File: config.mk
export PLATFORM = sky130hd
export DESIGN_NAME = ofdm_symbol_framer_flat
export DESIGN_NICKNAME = d
export VERILOG_FILES = /design/src/rtl/ofdm_symbol_framer_if.sv /design/src/rtl/ofdm_symbol_framer.sv /design/src/flat_wrapper.sv
export SDC_FILE = /design/constraint.sdc
export NUM_CORES = 2
export LEC_CHECK = 0
export ABC_CLOCK_PERIOD_IN_PS = 5900
export CORE_UTILIZATION = 45
export DETAILED_ROUTE_END_ITERATION = 8
export MAX_ROUTING_LAYER = met4
export PLACE_DENSITY_LB_ADDON = 0.15
export SLEW_MARGIN = 15
export SYNTH_ARGS = -nofsm -noshare
export SYNTH_HDL_FRONTEND = slang
export SYNTH_SLANG_ARGS = --single-unit
File: constraint.sdc
create_clock -name clock_clk -period 5.9 [get_ports clock_clk]
set_clock_uncertainty 0.05 [all_clocks]
set_input_delay 1.18 -clock clock_clk [delete_from_list [all_inputs] [get_ports clock_clk]]
set_output_delay 1.18 -clock clock_clk [all_outputs]
set_load 0.03 [all_outputs]
File: src/rtl/ofdm_symbol_framer_if.sv
// Avalon-ST sink/source bundle for the OFDM symbol framer.
// The slave modport is the framer's view; the master modport is the upstream/downstream side.
interface ofdm_symbol_framer_if;
  logic [31:0] asi_in0_data;
  logic        asi_in0_valid;
  logic        asi_in0_ready;
  logic        asi_in0_startofpacket;
  logic        asi_in0_endofpacket;
  logic [31:0] aso_out0_data;
  logic        aso_out0_valid;
  logic        aso_out0_startofpacket;
  logic        aso_out0_endofpacket;

  modport slave (
    input  asi_in0_data,
    input  asi_in0_valid,
    output asi_in0_ready,
    input  asi_in0_startofpacket,
    input  asi_in0_endofpacket,
    output aso_out0_data,
    output aso_out0_valid,
    output aso_out0_startofpacket,
    output aso_out0_endofpacket
  );

  modport master (
    output asi_in0_data,
    output asi_in0_valid,
    input  asi_in0_ready,
    output asi_in0_startofpacket,
    output asi_in0_endofpacket,
    input  aso_out0_data,
    input  aso_out0_valid,
    input  aso_out0_startofpacket,
    input  aso_out0_endofpacket
  );
endinterface

File: src/rtl/ofdm_symbol_framer.sv
// OFDM transmit framer: buffers one symbol, then emits preamble, cyclic prefix,
// body and a zero guard gap at the sample_tick rate, with zeros between frames.
module ofdm_symbol_framer #(
  parameter int          SYMBOL_LEN     = 64,
  parameter int          CP_LEN         = 16,
  parameter int          PREAMBLE_LEN   = 32,
  parameter logic [15:0] PREAMBLE_LEVEL = 16'd1024,
  parameter int          GAP_LEN        = 64,
  parameter bit          NEGATE         = 1'b1
) (
  input  logic                      clock_clk,
  input  logic                      reset_reset,
  input  logic                      sample_tick,
  ofdm_symbol_framer_if.slave       st,
  output logic                      tx_busy,
  output logic                      frame_error
);

  localparam int PTR_W   = $clog2(SYMBOL_LEN);
  localparam int MAX_PG  = (PREAMBLE_LEN > GAP_LEN) ? PREAMBLE_LEN : GAP_LEN;
  localparam int MAX_LEN = (MAX_PG > SYMBOL_LEN) ? MAX_PG : SYMBOL_LEN;
  localparam int CNT_W   = $clog2(MAX_LEN);

  localparam logic [PTR_W-1:0] LAST_IDX = PTR_W'(SYMBOL_LEN - 1);
  localparam logic [PTR_W-1:0] CP_BASE  = PTR_W'(SYMBOL_LEN - CP_LEN);

  typedef enum logic [2:0] {
    S_FILL,
    S_PREAMBLE,
    S_CP,
    S_BODY,
    S_GAP
  } state_t;

  state_t            state_q, state_d;
  logic [PTR_W-1:0]  wptr_q, wptr_d;
  logic              drop_q, drop_d;
  logic [CNT_W-1:0]  cnt_q, cnt_d;
  logic [31:0]       out_data_q, out_data_d;
  logic              out_valid_q, out_valid_d;
  logic              out_sop_q, out_sop_d;
  logic              out_eop_q, out_eop_d;
  logic              frame_error_q, frame_error_d;

  logic [31:0]       sym_mem_q [SYMBOL_LEN];
  logic              wr_en;
  logic [PTR_W-1:0]  wr_addr;
  logic [PTR_W-1:0]  rd_addr;
  logic [31:0]       rd_data;
  logic              accept;

  // Two's-complement negate per field; 0x8000 wraps back onto itself.
  function automatic logic [31:0] shape(input logic [31:0] x);
    if (NEGATE)
      return {16'h0000 - x[31:16], 16'h0000 - x[15:0]};
    else
      return x;
  endfunction

  assign accept  = st.asi_in0_valid && (state_q == S_FILL);
  assign rd_addr = (state_q == S_CP) ? (CP_BASE + cnt_q[PTR_W-1:0]) : cnt_q[PTR_W-1:0];
  assign rd_data = sym_mem_q[rd_addr];

  always_comb begin
    state_d       = state_q;
    wptr_d        = wptr_q;
    drop_d        = drop_q;
    cnt_d         = cnt_q;
    out_data_d    = out_data_q;
    out_valid_d   = 1'b0;
    out_sop_d     = 1'b0;
    out_eop_d     = 1'b0;
    frame_error_d = 1'b0;
    wr_en         = 1'b0;
    wr_addr       = wptr_q;

    // Packet capture; drop mode swallows the tail of an overlong packet.
    if (accept) begin
      if (drop_q) begin
        if (st.asi_in0_endofpacket)
          drop_d = 1'b0;
      end else if (st.asi_in0_startofpacket) begin
        wr_en   = 1'b1;
        wr_addr = '0;
        if (st.asi_in0_endofpacket) begin
          frame_error_d = 1'b1;
          wptr_d        = '0;
        end else begin
          wptr_d = PTR_W'(1);
        end
      end else if (wptr_q != '0) begin
        wr_en = 1'b1;
        if (wptr_q == LAST_IDX) begin
          wptr_d = '0;
          if (st.asi_in0_endofpacket) begin
            state_d = S_PREAMBLE;
            cnt_d   = '0;
          end else begin
            frame_error_d = 1'b1;
            drop_d        = 1'b1;
          end
        end else if (st.asi_in0_endofpacket) begin
          frame_error_d = 1'b1;
          wptr_d        = '0;
        end else begin
          wptr_d = wptr_q + PTR_W'(1);
        end
      end
    end

    if (sample_tick) begin
      out_valid_d = 1'b1;
      out_data_d  = 32'h0;
      case (state_q)
        S_PREAMBLE: begin
          out_data_d = {16'h0000, PREAMBLE_LEVEL};
          out_sop_d  = (cnt_q == '0);
          if (cnt_q == CNT_W'(PREAMBLE_LEN - 1)) begin
            state_d = S_CP;
            cnt_d   = '0;
          end else begin
            cnt_d = cnt_q + CNT_W'(1);
          end
        end
        S_CP: begin
          out_data_d = shape(rd_data);
          if (cnt_q == CNT_W'(CP_LEN - 1)) begin
            state_d = S_BODY;
            cnt_d   = '0;
          end else begin
            cnt_d = cnt_q + CNT_W'(1);
          end
        end
        S_BODY: begin
          out_data_d = shape(rd_data);
          if (cnt_q == CNT_W'(SYMBOL_LEN - 1)) begin
            out_eop_d = 1'b1;
            state_d   = S_GAP;
            cnt_d     = '0;
          end else begin
            cnt_d = cnt_q + CNT_W'(1);
          end
        end
        S_GAP: begin
          if (cnt_q == CNT_W'(GAP_LEN - 1)) begin
            state_d = S_FILL;
            cnt_d   = '0;
          end else begin
            cnt_d = cnt_q + CNT_W'(1);
          end
        end
        default: begin
          out_data_d = 32'h0;
        end
      endcase
    end
  end

  always_ff @(posedge clock_clk or posedge reset_reset) begin
    if (reset_reset) begin
      state_q       <= S_FILL;
      wptr_q        <= '0;
      drop_q        <= 1'b0;
      cnt_q         <= '0;
      out_data_q    <= 32'h0;
      out_valid_q   <= 1'b0;
      out_sop_q     <= 1'b0;
      out_eop_q     <= 1'b0;
      frame_error_q <= 1'b0;
    end else begin
      state_q       <= state_d;
      wptr_q        <= wptr_d;
      drop_q        <= drop_d;
      cnt_q         <= cnt_d;
      out_data_q    <= out_data_d;
      out_valid_q   <= out_valid_d;
      out_sop_q     <= out_sop_d;
      out_eop_q     <= out_eop_d;
      frame_error_q <= frame_error_d;
    end
  end

  // Symbol store has no reset; its contents only matter after a full packet.
  always_ff @(posedge clock_clk) begin
    if (wr_en)
      sym_mem_q[wr_addr] <= st.asi_in0_data;
  end

  assign st.asi_in0_ready          = (state_q == S_FILL);
  assign st.aso_out0_data          = out_data_q;
  assign st.aso_out0_valid         = out_valid_q;
  assign st.aso_out0_startofpacket = out_sop_q;
  assign st.aso_out0_endofpacket   = out_eop_q;
  assign tx_busy                   = (state_q != S_FILL);
  assign frame_error               = frame_error_q;

endmodule

File: src/flat_wrapper.sv
// flat-port wrapper written by rule: the top's interface ports become plain ports
module ofdm_symbol_framer_flat 
#(
  parameter int          SYMBOL_LEN     = 64,
  parameter int          CP_LEN         = 16,
  parameter int          PREAMBLE_LEN   = 32,
  parameter logic [15:0] PREAMBLE_LEVEL = 16'd1024,
  parameter int          GAP_LEN        = 64,
  parameter bit          NEGATE         = 1'b1
)
  (clock_clk, reset_reset, sample_tick, tx_busy, frame_error, st_asi_in0_data, st_asi_in0_valid, st_asi_in0_ready, st_asi_in0_startofpacket, st_asi_in0_endofpacket, st_aso_out0_data, st_aso_out0_valid, st_aso_out0_startofpacket, st_aso_out0_endofpacket);
  ofdm_symbol_framer_if st_i ();
  input  logic clock_clk;
  input  logic reset_reset;
  input  logic sample_tick;
  output logic tx_busy;
  output logic frame_error;
  input wire logic [$bits(st_i.asi_in0_data)-1:0] st_asi_in0_data;
  input wire logic [$bits(st_i.asi_in0_valid)-1:0] st_asi_in0_valid;
  output wire logic [$bits(st_i.asi_in0_ready)-1:0] st_asi_in0_ready;
  input wire logic [$bits(st_i.asi_in0_startofpacket)-1:0] st_asi_in0_startofpacket;
  input wire logic [$bits(st_i.asi_in0_endofpacket)-1:0] st_asi_in0_endofpacket;
  output wire logic [$bits(st_i.aso_out0_data)-1:0] st_aso_out0_data;
  output wire logic [$bits(st_i.aso_out0_valid)-1:0] st_aso_out0_valid;
  output wire logic [$bits(st_i.aso_out0_startofpacket)-1:0] st_aso_out0_startofpacket;
  output wire logic [$bits(st_i.aso_out0_endofpacket)-1:0] st_aso_out0_endofpacket;
  assign st_i.asi_in0_data = st_asi_in0_data;
  assign st_i.asi_in0_valid = st_asi_in0_valid;
  assign st_asi_in0_ready = st_i.asi_in0_ready;
  assign st_i.asi_in0_startofpacket = st_asi_in0_startofpacket;
  assign st_i.asi_in0_endofpacket = st_asi_in0_endofpacket;
  assign st_aso_out0_data = st_i.aso_out0_data;
  assign st_aso_out0_valid = st_i.aso_out0_valid;
  assign st_aso_out0_startofpacket = st_i.aso_out0_startofpacket;
  assign st_aso_out0_endofpacket = st_i.aso_out0_endofpacket;
  ofdm_symbol_framer #(.SYMBOL_LEN(SYMBOL_LEN), .CP_LEN(CP_LEN), .PREAMBLE_LEN(PREAMBLE_LEN), .PREAMBLE_LEVEL(PREAMBLE_LEVEL), .GAP_LEN(GAP_LEN), .NEGATE(NEGATE)) u_core (.clock_clk(clock_clk), .reset_reset(reset_reset), .sample_tick(sample_tick), .st(st_i), .tx_busy(tx_busy), .frame_error(frame_error));
endmodule
# Yosys cells after proc, flatten, opt, wreduce, memory -nomap -nowiden
# Memories as Yosys holds them, arrays and structs flattened.
# Index checks and enable logic that the tools add are counted.
[classes]
addsub = 5
n_eq_ne = 8
muxes = 56
bitwise = 1
n_reduce_logical = 9
[op_table]
columns = ["cell", "count"]
rows = [
  ["$mux W6", 18],
  ["$pmux W32 S2", 1],
  ["$mux W3", 11],
  ["$sub A1 B16 Y16 const A", 2],
  ["$mux W1", 24],
  ["$pmux W6 S3", 1],
  ["$add A6 B1 Y6 const B", 2],
  ["$eq A6 B6 Y1 const B", 2],
  ["$pmux W3 S4", 1],
  ["$add A6 B6 Y6 const A", 1],
  ["$eq A3 B2 Y1 const B", 2],
  ["$eq A6 B4 Y1 const B", 1],
  ["$eq A6 B5 Y1 const B", 1],
  ["$logic_not A6 Y1", 1],
  ["$reduce_bool A6 Y1", 1],
  ["$reduce_or A2 Y1", 2],
  ["$eq A3 B1 Y1 const B", 1],
  ["$eq A3 B3 Y1 const B", 1],
  ["$logic_not A3 Y1", 1],
  ["$reduce_and A3 Y1", 1],
  ["$reduce_bool A3 Y1", 1],
  ["$reduce_bool A2 Y1", 1],
  ["$logic_and A1 B1 Y1", 1],
  ["$not A1 Y1", 1],
]
[totals]
ff_bits = 52
mem_bits_rw = 2048
in_bits = 38
output_inout_bits = 38
word_cells = 89
mem_count = 1
[mem_list]
columns = ["memory", "words", "width", "read_ports", "rd_clocked_by_memory_dff", "write_ports", "line_no", "rtl"]
rows = [
  ["u_core.sym_mem_q", 64, 32, 1, 0, 1, "ofdm_symbol_framer.sv:45", "logic [31:0] sym_mem_q [SYMBOL_LEN];"],
]

# Depth between registers and ports, before layout
[depth]
word_depth = 9
mapped_depth = 17
mapped_depth_nobuf = 14

# Worst setup path after synthesis
# Ideal clock, no wire load.
[synth_path]
kind = "reg-to-reg"
startpoint = "reg u_core.state_q[2]"
endpoint = "mem u_core.sym_mem_q[7][0], enable pin"
arrival_ns = 5.483
t_required_ns = 5.348
path_slack_ns = -0.135
path_stages_with_launch = 8
path_buffers = 1
cell_sequence = "dfrtp_1 > clkbuf_1 > nor3_1 > nand2_1 > nor2_1 > nand2_1 > or3_1 > nor4_1"
[synth_between]
elab_chain_len = 5
[synth_lines]
columns = ["item", "line_no", "rtl"]
rows = [
  ["start, declared", "ofdm_symbol_framer.sv:35", "state_t state_q, state_d;"],
  ["start signal, assigned", "ofdm_symbol_framer.sv:171", "state_q <= state_d;"],
  ["$logic_not A3 Y1 (*)", "n/a", ""],
  ["net st_asi_in0_ready", "flat_wrapper.sv:20", "output wire logic [$bits(st_i.asi_in0_ready)-1:0] st_asi_in0_ready;"],
  ["$logic_and A1 B1 Y1 (*)", "ofdm_symbol_framer.sv:60", "assign accept = st.asi_in0_valid && (state_q == S_FILL);"],
  ["$mux W1", "ofdm_symbol_framer.sv:78", "if (accept) begin"],
  ["$mux W1", "ofdm_symbol_framer.sv:185", "if (wr_en)"],
  ["$mux W1 (implied by the code)", "ofdm_symbol_framer.sv:186", "sym_mem_q[wr_addr] <= st.asi_in0_data;"],
  ["end, declared", "ofdm_symbol_framer.sv:45", ""],
]
# The timed path passes the listed nets; every way through them passes the cells marked *.

# Worst setup path in the final report
[layout_path]
startpoint = "reg u_core.cnt_q[0]"
endpoint = "reg u_core.out_data_q[15], in the netlist u_core.st.aso_out0_data[15]"
[layout_between]
elab_chain_len = 5
[layout_lines]
columns = ["item", "line_no", "rtl"]
rows = [
  ["start, declared", "ofdm_symbol_framer.sv:38", "logic [CNT_W-1:0] cnt_q, cnt_d;"],
  ["start signal, assigned", "ofdm_symbol_framer.sv:174", "cnt_q <= cnt_d;"],
  ["$add A6 B6 Y6", "ofdm_symbol_framer.sv:61", "assign rd_addr = (state_q == S_CP) ? (CP_BASE + cnt_q[PTR_W-1:0]) : cnt_q[PTR_W-1:0];"],
  ["$mux W6 (*)", "ofdm_symbol_framer.sv:61", ""],
  ["$mem_v2 Z64 W32 (*)", "n/a", ""],
  ["$sub A1 B16 Y16 (*)", "ofdm_symbol_framer.sv:55", "return {16'h0000 - x[31:16], 16'h0000 - x[15:0]};"],
  ["$pmux W32 S2 (*)", "ofdm_symbol_framer.sv:114", "case (state_q)"],
  ["end signal, assigned", "ofdm_symbol_framer.sv:175", "out_data_q <= out_data_d;"],
  ["end, declared", "ofdm_symbol_framer.sv:39", "logic [31:0] out_data_q, out_data_d;"],
]
# Every way passes the cells marked *; elsewhere a longest branch is shown, timed or not.
# A chain may end at the register's enable or synchronous reset.

==> flow_metrics.py <==
metrics = {
    "run_status": {
        "status": "finished, final reports clean",
    },
    "global_route": {
        "antenna_found_initial": 18,
        "grt_max_degree": 91,
        "overflow": 0,
        "grt_pass1_vias": 41200,
        "grtUsageTotal_pct": 27.9,
        "grt_pass1_wl_mm": 343,
    },
    "sta": {
        "slew_headroom_pct": 17.5,
        "hold_violations": 0,
        "period_share_pct": 86.6,
        "tns_ns": 0,
        "rsz0062_at_grt": "false",
        "setup_violations": 0,
        "maxSlewViolCount": 0,
        "max_clock_freq_mhz": 196,
        "min_period_ns": 5.11,
        "worst-slew-pin-transition_ns": 1.23,
    },
    "cts": {
        "numCtsBuffers": 214,
        "post_cts_buffers": 0,
        "insertion_delay_ns": 0.86,
        "ctsResizeCount": 0,
        "cts_hold_buffers": 0,
        "ctsLongestPathBuffers": 3,
        "htree_levels": 4,
        "clk_pin_slew_ns": 0.06,
        "numClockSinks": 2100,
        "cts-root-buf": "clkbuf_16",
        "cts_tree": "built",
    },
    "final_layout": {
        "final_common_cell": "edfxtp_1",
        "most-common-layout-cells": "edfxtp_1, mux4_2, mux2i_1",
        "area_growth_syn_to_layout_pct": 14.3,
        "utilization_pct": 51.8,
        "nNetsFinal": 4275,
        "drive_gt1_share_pct": 25.5,
    },
    "floorplanning": {
        "core-area_sq_um": 181000,
        "die_w_um": 429,
        "die_h_um": 429,
        "rows": 156,
        "design.die.area_sq_um": 184000,
        "start_util_pct": 45.3,
        "io_pins": 76,
    },
    "power_and_ir_drop": {
        "ir_drop_mv": 0.256,
        "pwr_density_cell_nw_per_um2": 322,
        "leakage_nw": 29.1,
    },
    "job": {
        "maxCapViolCount": 0,
    },
    "logic_synthesis": {
        "ys_seq_elements": 2100,
        "netlist_area_sq_um": 81900,
        "ys_seq_area_share_pct": 76.7,
        "synthArstFlopShare_pct": 2.48,
        "synth_edf_count": 2048,
        "synthCells": 3918,
        "synth_nets": 3966,
        "yosysTopAreaCell": "edfxtp_1",
        "syn_area_per_cell_sq_um": 20.9,
        "ys_warn_count": 0,
        "yosysTopAreaCellShare_pct": 75.1,
        "synthFlopType": "edfxtp_1",
        "ys_types": 76,
        "synth.area.top_cells": "edfxtp_1, mux4_2, mux2i_1",
    },
    "setup_path": {
        "end_kind": "register",
        "reg2reg_from": "u_core.cnt_q[0]",
        "r2r-end": "u_core.st.aso_out0_data[15]",
        "path_class": "register to register",
        "crit_chain": "buf_12 -> buf_4 -> mux4_2 -> o21ai_0 -> a221oi_1 -> buf_4 -> or4_1 -> nor4_4 -> nand4_1 -> xnor2_1 -> a22o_1",
        "r2r_cells": 11,
        "critical_path_arrival_ns": 5.80,
        "cpMostUsedCell": "buf_4",
        "r2r_slack_ns": 0.79,
        "startpoint_type": "register",
        "path_max_fanout": 27,
        "required_ns": 6.59,
        "crit_slowest_cell": "dfrtp_4",
        "critPathMaxStageDelay_ns": 0.93,
    },
    "route": {
        "drc_errors": 0,
        "routed_wl_mm": 249,
        "avgViaCountPerCell": 6.25,
        "post_drt_wl_per_cell_um": 36.7,
        "final_antenna_net_count": 0,
        "drtPass1Iterations": 6,
        "drtIter0Drc": 6222,
        "vias": 42400,
    },
    "worst_hold_path": {
        "hold-path-endpoint": "u_core.drop_q",
        "hold_path.class": "register to register",
        "hp-start": "u_core.drop_q",
        "hold_depth": 1,
    },
    "placement": {
        "place_congestion": 0.967,
        "port_buffers": 75,
        "dp_hpwl_mm": 148,
    },
}
## worst max-delay path by stage
stage	start	to	slack (ns)	cells after the start
final	u_core.cnt_q[0]	u_core.st.aso_out0_data[15]	0.79	11
after global placement	u_core.cnt_q[0]	u_core.st.aso_out0_data[13]	0.78	11
after floorplan	u_core.state_q[2]	u_core.sym_mem_q[52][0]	0.84	7
after CTS	u_core.cnt_q[0]	u_core.st.aso_out0_data[15]	0.77	11
after detailed placement	u_core.cnt_q[0]	u_core.st.aso_out0_data[15]	0.80	11
after global routing	u_core.cnt_q[0]	u_core.st.aso_out0_data[31]	0.53	11
## logic make-up (layout without fill, tap and decap cells)
family,after synthesis,count (layout),share of synthesized area (%)
simple gates,485,485,2.91
other cells,0,6,0
buf+inv,236,726,1.63
fa+ha+maj,10,10,0.153
mux,676,676,14.9
flops,2100,2100,76.7
xor+xnor,29,29,0.310
compound gates,382,382,3.41
## per-layer routing
metal / track usage [%] / share of wire (%) / vias up / routed length, um
met4: 8.91 / 3.4 / 0 / 8590
met3: 4.02 / 7.5 / 335 / 18800
li1: - / - / 17100 / -
met5: - / 0 / - / 0
met1: 39.5 / 42 / 23100 / 104000
met2: 42.2 / 47 / 1946 / 118000
## flip-flops by register name, indices dropped and copies added (netlist names)
register / cells
u_core.sym_mem_q: 2048
u_core.st.aso_out0_data: 32
u_core.cnt_q: 6
u_core.wptr_q: 6
u_core.state_q: 3
u_core.drop_q: 1
u_core.frame_error: 1
u_core.st.aso_out0_endofpacket: 1
u_core.st.aso_out0_startofpacket: 1
u_core.st.aso_out0_valid: 1
## per-stage QoR
step	area [sq um]	hold slack (ns)	instances	total power, mW	setup slack [ns]
6_report	93600	0.488	6784	30.1	0.789
3_5_place_dp	86800	0.473	6381	17.3	0.803
2_1_floorplan	81900	0.439	3918	16.9	0.839
3_3_place_gp	86800	0.478	6380	17.2	0.780
4_1_cts	93600	0.489	6778	30.3	0.771
5_1_grt	93600	0.511	6780	30.9	0.526
## area by class of cell
cell class / count / area (sq um)
inverter: 19 / 77.6
tap: 2370 / 2970
clock inverter: 117 / 1080
fill: 14300 / 87200
antenna: 6 / 15.0
timing repair buffer: 310 / 2590
sequential: 2100 / 62800
multi-input combinational: 1582 / 18300
clock buffer: 280 / 5700
## worst max-delay path, delay by kind of cell, from the launching register on
family | cells | cell delay, ns
AO/OA/AOI/OAI | 3 | 1.11
buffers and inverters | 3 | 0.94
flip-flops | 1 | 0.93
AND/OR/NAND/NOR | 3 | 1.17
multiplexers | 1 | 0.55
XOR/XNOR | 1 | 0.17
## cells in the mapped netlist, types with 48 or more instances
| cell type | count |
|---|---|
| a21oi_1 | 48 |
| a22oi_1 | 65 |
| nand2_1 | 145 |
| edfxtp_1 | 2048 |
| mux2i_1 | 228 |
| buf_2 | 61 |
| dfrtp_1 | 52 |
| clkbuf_1 | 72 |
| nor3_1 | 49 |
| o22ai_1 | 66 |
| mux4_2 | 434 |
| nor2_1 | 114 |
## power by group
group          switching [mW]  total [mW]  leakage [nW]  internal [mW]
clock                    5.71        13.2          3.29           7.49
sequential             0.0209        16.5          19.1           16.4
combinational           0.416       0.481          6.71         0.0651
(Power assumes the default switching activity.)
